[src/rtl/color_entry_buffer_if.sv]
// Keypad entry bus: strobes and ack toward the buffer, live/committed words back.
interface color_entry_buffer_if #(
  parameter int NUM_DIGITS = 6,
  parameter int DIGIT_W    = 4
);
  localparam int WORD_W = NUM_DIGITS * DIGIT_W;
  localparam int CW     = $clog2(NUM_DIGITS + 1);

  logic              button_pressed;
  logic [DIGIT_W-1:0] button;
  logic              backspace;
  logic              clear;
  logic              ack;
  logic [WORD_W-1:0] final_color;
  logic [CW-1:0]     count;
  logic              done;
  logic [WORD_W-1:0] committed_color;
  logic              commit_pulse;

  modport master (
    output button_pressed, button, backspace, clear, ack,
    input  final_color, count, done, committed_color, commit_pulse
  );

  modport slave (
    input  button_pressed, button, backspace, clear, ack,
    output final_color, count, done, committed_color, commit_pulse
  );
endinterface

[src/rtl/color_entry_buffer.sv]
// Digit-entry accumulator, MSD first; 1-cycle update latency, full word held until ack.
// ENTRY_TIMEOUT_EN adds an idle counter that discards stale partial entries.
module color_entry_buffer #(
  parameter int NUM_DIGITS     = 6,
  parameter int DIGIT_W        = 4,
  parameter int TIMEOUT_CYCLES = 50000000
) (
  input  logic clk,
  input  logic reset,
  color_entry_buffer_if.slave bus
);
  localparam int WORD_W = NUM_DIGITS * DIGIT_W;
  localparam int CW     = $clog2(NUM_DIGITS + 1);

  typedef enum logic {ENTRY, FULL} state_t;

  state_t            state, state_nxt;
  logic [WORD_W-1:0] word, word_nxt;
  logic [WORD_W-1:0] committed, committed_nxt;
  logic [CW-1:0]     cnt, cnt_nxt;
  logic              done_q;
  logic              pulse, pulse_nxt;
  logic              expire;

`ifdef ENTRY_TIMEOUT_EN
  localparam int TW = $clog2(TIMEOUT_CYCLES + 1);

  logic [TW-1:0] idle;
  logic          running;
  logic          kick;

  assign running = (state == ENTRY) && (cnt != '0);
  assign kick    = bus.button_pressed | bus.backspace | bus.clear;
  assign expire  = running && !kick && (idle == TW'(TIMEOUT_CYCLES - 1));

  always_ff @(posedge clk or negedge reset) begin
    if (!reset)                        idle <= '0;
    else if (kick || !running || expire) idle <= '0;
    else                               idle <= idle + 1'b1;
  end
`else
  localparam int unused_timeout = TIMEOUT_CYCLES;
  assign expire = 1'b0;
`endif

  always_comb begin
    state_nxt     = state;
    word_nxt      = word;
    cnt_nxt       = cnt;
    committed_nxt = committed;
    pulse_nxt     = 1'b0;

    if (bus.clear || expire) begin
      word_nxt  = '0;
      cnt_nxt   = '0;
      state_nxt = ENTRY;
    end else if (bus.backspace) begin
      if (cnt != '0) begin
        for (int k = 0; k < NUM_DIGITS; k++)
          if (k == int'(cnt) - 1) word_nxt[(NUM_DIGITS-1-k)*DIGIT_W +: DIGIT_W] = '0;
        cnt_nxt   = cnt - 1'b1;
        state_nxt = ENTRY;
      end
    end else if (bus.ack && state == FULL) begin
      committed_nxt = word;
      pulse_nxt     = 1'b1;
      word_nxt      = '0;
      cnt_nxt       = '0;
      state_nxt     = ENTRY;
    end else if (bus.button_pressed && state == ENTRY) begin
      // Slot index equals the current count; constant part-selects after unrolling.
      for (int k = 0; k < NUM_DIGITS; k++)
        if (k == int'(cnt)) word_nxt[(NUM_DIGITS-1-k)*DIGIT_W +: DIGIT_W] = bus.button;
      cnt_nxt = cnt + 1'b1;
      if (cnt == CW'(NUM_DIGITS - 1)) state_nxt = FULL;
    end
  end

  always_ff @(posedge clk or negedge reset) begin
    if (!reset) begin
      state     <= ENTRY;
      word      <= '0;
      cnt       <= '0;
      committed <= '0;
      pulse     <= 1'b0;
      done_q    <= 1'b0;
    end else begin
      state     <= state_nxt;
      word      <= word_nxt;
      cnt       <= cnt_nxt;
      committed <= committed_nxt;
      pulse     <= pulse_nxt;
      done_q    <= (state_nxt == FULL);
    end
  end

  assign bus.final_color     = word;
  assign bus.count           = cnt;
  assign bus.done            = done_q;
  assign bus.committed_color = committed;
  assign bus.commit_pulse    = pulse;
endmodule

[src/flat_wrapper.sv]
// flat-port wrapper written by rule: the top's interface ports become plain ports
module color_entry_buffer_flat 
#(
  parameter int NUM_DIGITS     = 6,
  parameter int DIGIT_W        = 4,
  parameter int TIMEOUT_CYCLES = 50000000
)
  (clk, reset, bus_button_pressed, bus_button, bus_backspace, bus_clear, bus_ack, bus_final_color, bus_count, bus_done, bus_committed_color, bus_commit_pulse);
  color_entry_buffer_if #(.NUM_DIGITS(NUM_DIGITS), .DIGIT_W(DIGIT_W)) bus_i ();
  input  logic clk;
  input  logic reset;
  input wire logic [$bits(bus_i.button_pressed)-1:0] bus_button_pressed;
  input wire logic [$bits(bus_i.button)-1:0] bus_button;
  input wire logic [$bits(bus_i.backspace)-1:0] bus_backspace;
  input wire logic [$bits(bus_i.clear)-1:0] bus_clear;
  input wire logic [$bits(bus_i.ack)-1:0] bus_ack;
  output wire logic [$bits(bus_i.final_color)-1:0] bus_final_color;
  output wire logic [$bits(bus_i.count)-1:0] bus_count;
  output wire logic [$bits(bus_i.done)-1:0] bus_done;
  output wire logic [$bits(bus_i.committed_color)-1:0] bus_committed_color;
  output wire logic [$bits(bus_i.commit_pulse)-1:0] bus_commit_pulse;
  assign bus_i.button_pressed = bus_button_pressed;
  assign bus_i.button = bus_button;
  assign bus_i.backspace = bus_backspace;
  assign bus_i.clear = bus_clear;
  assign bus_i.ack = bus_ack;
  assign bus_final_color = bus_i.final_color;
  assign bus_count = bus_i.count;
  assign bus_done = bus_i.done;
  assign bus_committed_color = bus_i.committed_color;
  assign bus_commit_pulse = bus_i.commit_pulse;
  color_entry_buffer #(.NUM_DIGITS(NUM_DIGITS), .DIGIT_W(DIGIT_W), .TIMEOUT_CYCLES(TIMEOUT_CYCLES)) u_core (.clk(clk), .reset(reset), .bus(bus_i));
endmodule
[config.mk]
export PLATFORM = sky130hd
export DESIGN_NAME = color_entry_buffer_flat
export DESIGN_NICKNAME = d
export VERILOG_FILES = /design/src/rtl/color_entry_buffer_if.sv /design/src/rtl/color_entry_buffer.sv /design/src/flat_wrapper.sv
export SDC_FILE = /design/constraint.sdc
export NUM_CORES = 1
export LEC_CHECK = 0
export ABC_AREA = 1
export CORE_MARGIN = 4
export CORE_UTILIZATION = 51
export DETAILED_ROUTE_END_ITERATION = 7
export PLACE_DENSITY_LB_ADDON = 0.05
export SLEW_MARGIN = 30
export SYNTH_ARGS = -nofsm -noshare
export SYNTH_HDL_FRONTEND = slang
export SYNTH_SLANG_ARGS = --single-unit
export TNS_END_PERCENT = 100
[constraint.sdc]
create_clock -name clk -period 3.8 [get_ports clk]
set_clock_uncertainty 0.2 [all_clocks]
set_input_delay 0.76 -clock clk [delete_from_list [all_inputs] [get_ports clk]]
set_output_delay 0.76 -clock clk [all_outputs]
set_load 0.01 [all_outputs]
### After elaboration in Yosys (flattened, before gate mapping)

Index checks and enable logic that the tools add are counted.

| word-level totals | value |
|---|---|
| output and inout port bits | 53 |
| logic and storage cells | 87 |
| input port bits | 10 |
| memory bits (read-only) | 0 |
| bits in latches | 0 |
| register bits after elaboration | 53 |
| RAM bits | 0 |
| memories | 0 |

| cells by class | value |
|---|---|
| add/sub/neg operators | 3 |
| multipliers | 0 |
| bitwise logic cells | 3 |
| shift operators | 0 |
| divide/modulo/power cells | 0 |
| magnitude comparators | 0 |
| reduce and logical (&&, ||, !) cells | 22 |
| multiplexer cells | 31 |
| eq/ne operators | 18 |

Operators by type and width:

| operator | number |
|---|---|
| $mux W24 | 5 |
| $eq A3 B32 Y1 const A | 2 |
| $eq A4 B32 Y1 const A | 2 |
| $mux W4 | 12 |
| $eq A2 B32 Y1 const A | 1 |
| $logic_not A32 Y1 | 1 |
| $reduce_bool A4 Y1 | 8 |
| $reduce_and A4 Y1 | 6 |
| $ne A3 B1 Y1 const B | 7 |
| $mux W3 | 5 |
| $eq A3 B3 Y1 const A | 4 |
| $mux W1 | 9 |
| $reduce_and A3 Y1 | 2 |
| $sub A3 B1 Y4 const B | 1 |
| $add A3 B1 Y3 const B | 1 |
| $eq A2 B3 Y1 const A | 1 |
| $eq A3 B3 Y1 const B | 1 |
| $logic_not A3 Y1 | 1 |
| $not A1 Y1 | 3 |
| $reduce_bool A3 Y1 | 1 |
| $sub A3 B1 Y3 const B | 1 |
| $logic_and A1 B1 Y1 | 2 |
| $reduce_and A2 Y1 | 1 |

### Longest topological paths before layout

| depth | value |
|---|---|
| word-level depth | 6 |
| mapped depth | 10 |
| mapped depth without buffers | 10 |

### Least setup slack after synthesis

No wires, ideal clock.

| timing path | value |
|---|---|
| path type | reg-to-reg |
| start | register u_core.cnt[0] (netlist: u_core.bus.count[0]) |
| end | register u_core.word[20] (netlist: u_core.bus.final_color[20]) |
| library setup time | 0.117 ns |
| stages on the path, launching flop included | 10 |
| data required time | 3.483 ns |
| arrival time | 1.430 ns |
| clock period less this slack | 1.747 ns |
| slack | 2.053 ns |
| path buffers | 0 |
| cell sequence | dfrtp_1 -> inv_1 -> ha_1 -> inv_1 -> nor2_1 -> nor2_1 -> nor2_4 -> nand2_2 -> nand2_1 -> nand2_1 |

| between the ends | value |
|---|---|
| cells in the longest elaborated chain, start to end | 4 |
| elaborated cells between the ends (all ways) | 8 |
| classes of those cells | add/sub: 1; eq/ne: 2; reduce/logical: 5 |

RTL lines:

| item | line | text |
|---|---|---|
| from (decl) | color_entry_buffer.sv:20 | `logic [CW-1:0] cnt, cnt_nxt;` |
| from (signal assigned) | color_entry_buffer.sv:90 | `cnt <= cnt_nxt;` |
| $sub A3 B1 Y4 | color_entry_buffer.sv:60 | `if (k == int'(cnt) - 1) word_nxt[(NUM_DIGITS-1-k)*DIGIT_W +: DIGIT_W] = '0;` |
| $logic_not A32 Y1 | color_entry_buffer.sv:60 |  |
| $ne A3 B1 Y1 (no source line) | - |  |
| $reduce_and A4 Y1 (no source line) * | - |  |
| to (signal assigned) | color_entry_buffer.sv:89 | `word <= word_nxt;` |
| to (decl) | color_entry_buffer.sv:18 | `logic [WORD_W-1:0] word, word_nxt;` |

Mark *: on every way between the ends. The rest lies on a longest branch, timed or not.
A chain may end at the register's enable or synchronous reset.

### Worst setup path after layout

| timing path | value |
|---|---|
| start | register u_core.cnt[2] (netlist: u_core.bus.count[2]) |
| end | output port bus_count[2] |

RTL lines:

| item | line | text |
|---|---|---|
| to (decl) | flat_wrapper.sv:18 | `output wire logic [$bits(bus_i.count)-1:0] bus_count;` |

No word-level cell between the ends.

==> metrics.txt <==
htree depth=2; layout cell share with drive strength beyond 1=9.09%; cell family with the largest share of critical-path delay=buffers and inverters; Routed WL per cell=roughly 12 µm; P_sw=about 0.00065 W; Layout Nets=380; vias per inst=4.82; Worst-path clk slew=0.09 ns; CP startpoint kind=flip-flop; crit path max fanout=10; slew at the pin closest to its max-slew limit=0.657 ns; leakage=1.71 nW; setup bufs post-CTS=0; post-synthesis sequential area ratio=53.2%; DRC errors left=0; Gate power share=40.2%; Synth Flop Type=dfrtp_1; clk_lat worst skew=0.30 ns; number of antenna diodes=0; Bufs and invs on worst path=1; die area=between 6000 and 7000 µm²; PnR worst setup slack=1.41 ns; Setup crit end kind=primary output; status=finished, final reports clean; die width=slightly below 80 µm; Synth warnings=0; RSZ-0062 raised after global routing=false; CP max-delay cell=clkdlybuf4s50_1; global route overflow=0; CTS Sinks=53; vias in the first global route=1898; CTS tree=yes; Crit Reg-Reg Endpoint=u_core.bus.final_color[8]$_DFFE_PN0P_; routability-driven placement congestion ratio=a little over 0.9; worst setup path start=u_core.bus.count[2]$_DFFE_PN0P_; #FFs+latches synth=53; die height=77.9 µm; worst hold path type=input port to async pin; Syn Inst Count=around 300; Worst Path Required=2.84 ns; Fin. Hold Viols=0; CORE AREA=4720 µm²; Num CTS Buffers=5; cell area after synthesis=2490 µm²; Worst VDD drop=0.267 mV; Initial Util=52.8%; worst path arrival time=1.43 ns; reg2reg start=u_core.bus.count[0]$_DFFE_PN0P_; initial antenna violation count=0; DRT Pass-1 Iters=4; synthesized area per cell=8.37 µm²; Post-synth EDFFs=0; Async SR Flop Fraction=100%; pwr dens=about 560 nW/µm²; IO Pins=between 60 and 70; setup violators final=0; dpl ws=1.07 ns; Seq pwr share=between 40% and 50%; reg2reg setup slack=1.87 ns; Worst path max stage delay=~0.61 ns; Final ANT Viol Nets=0; area delta synth->final=30.7%; clock share of power=between 10% and 20%; hold buffers post-CTS=0; critical path class=flip-flop to primary output; Fillers=386; fin crit period=2.39 ns; first-pass GRT wire length=8840 µm; worst path cell trace=clkdlybuf4s50_1; total track usage=18.3%; fin crit share=62.9%; Synth cell types=24; Final Slew Violations=0; Net Sw Frac=35.7%; Vias=2072; number of max-cap violations=0; Initial DRC Count=123; FMAX=418 MHz; Routed WL=just over 5000 µm; setup TNS=0 ns; row count=25; # port buffers=slightly above 60; root buf cell=clkbuf_8; maximum clock insertion buffer count=2; post-cts sizing count=0; dpl hpwl=3760 µm; syn_nets=315; R2R cell count=10; internal power=0.00118 W; largest net degree at the start of global routing=31; Slew HR=56.2%
-- cells in the mapped netlist, types with 2 or more instances --
| cell type | count | area [µm²] |
|---|---|---|
| nand3_2 | 3 | 30.0 |
| nand4_1 | 4 | 25.0 |
| inv_2 | 4 | 15.0 |
| nand2_1 | 144 | 541 |
| dfrtp_1 | 53 | 1330 |
| ha_1 | 7 | 87.6 |
| buf_4 | 3 | 22.5 |
| nand3_1 | 27 | 135 |
| o21ai_1 | 2 | 10.0 |
| o21ai_0 | 2 | 10.0 |
| nand2_2 | 7 | 43.8 |
| nor2_1 | 13 | 48.8 |
| inv_1 | 13 | 48.8 |
| nor2_4 | 6 | 67.6 |
-- worst register-to-register path, delay by kind of cell, from the launching register on --
kind,cells,cell delay (ns)
fa+ha+maj,1,0.21
buf+inv,3,0.28
flops,1,0.46
simple gates,6,0.71
-- through the flow --
step,instances,utilization [%],total power (W),instance area (µm²),hold WS (ns)
3_3_place_gp,423,67.1,0.00153,3170,0.263
3_5_place_dp,423,67.1,0.00154,3170,0.264
4_1_cts,430,69.0,0.00185,3260,0.287
2_1_floorplan,298,-,0.00119,2490,0.264
6_report,430,69.0,0.00184,3260,0.281
5_1_grt,430,69.0,0.00197,3260,0.305
-- cell families (layout without fill, tap and decap cells) --
| group | count (synthesis) | in the layout | share of synthesized area, % |
|---|---|---|---|
| DFF | 53 | 53 | 53.2 |
| adders and majority gates | 7 | 7 | 3.51 |
| buffers and inverters | 23 | 88 | 4.16 |
| AOI/OAI and AO/OA | 6 | 6 | 1.41 |
| and+or+nand+nor | 209 | 209 | 37.7 |
-- metal layers --
metal	share of wire, %	global-route usage (%)	wire, µm
met5	0	0	0
met4	1.9	5.94	97
met3	4.8	4.06	244
met2	47	29.9	2380
met1	46	24.2	2350
-- power by group through the flow --
stage	sequential [W]	clock (W)	combinational [W]
finish	0.000785	0.000313	0.000738
floorplan	0.000836	0	0.000358
detailed placement	0.000798	0	0.000739
CTS	0.000787	0.000318	0.000746
global placement	0.000797	0	0.000731
global route	0.000808	0.000346	0.000818
-- registers in the layout (all words and copies together) (netlist names) --
register and flops:
u_core.bus.commit_pulse 1, u_core.bus.committed_color 24, u_core.bus.final_color 24, u_core.state 1, u_core.bus.count 3
-- how the worst max path moves through the flow --
stage,end,cells past startpoint
2_1_floorplan,u_core.bus.final_color[20]$_DFFE_PN0P_,9
3_3_place_gp,u_core.bus.committed_color[15]$_DFFE_PN0P_,7
3_5_place_dp,u_core.bus.committed_color[1]$_DFFE_PN0P_,7
4_1_cts,u_core.bus.committed_color[1]$_DFFE_PN0P_,7
5_1_grt,u_core.bus.committed_color[20]$_DFFE_PN0P_,7
6_report,bus_count[2],1
-- area by class of cell --
type                       count  area, µm²  area share [%]
inverter                      18       72.6            2.23
sequential                    53       1330            40.7
multi-input combinational    222       1060            32.6
timing repair buffer          63        623            19.1
tap                           67       83.8            2.57
clock buffer                   6       82.6            2.53
clock inverter                 1       7.51           0.230
-- cell usage in the layout, fill, tap and decap left out, types with 2 or more instances in the layout --
cell type        Yosys  final
clkdlybuf4s50_1      0     61
clkbuf_8             0      6
nand3_1             27     27
o21ai_1              2      2
dfrtp_1             53     53
inv_2                4      4
nor2_1              13     13
nand2_2              7      7
nor2_4               6      6
o21ai_0              2      2
inv_1               13     13
nand3_2              3      3
nand4_1              4      4
ha_1                 7      7
nand2_1            144    144
Note: power is estimated with default switching activity, not from simulation.
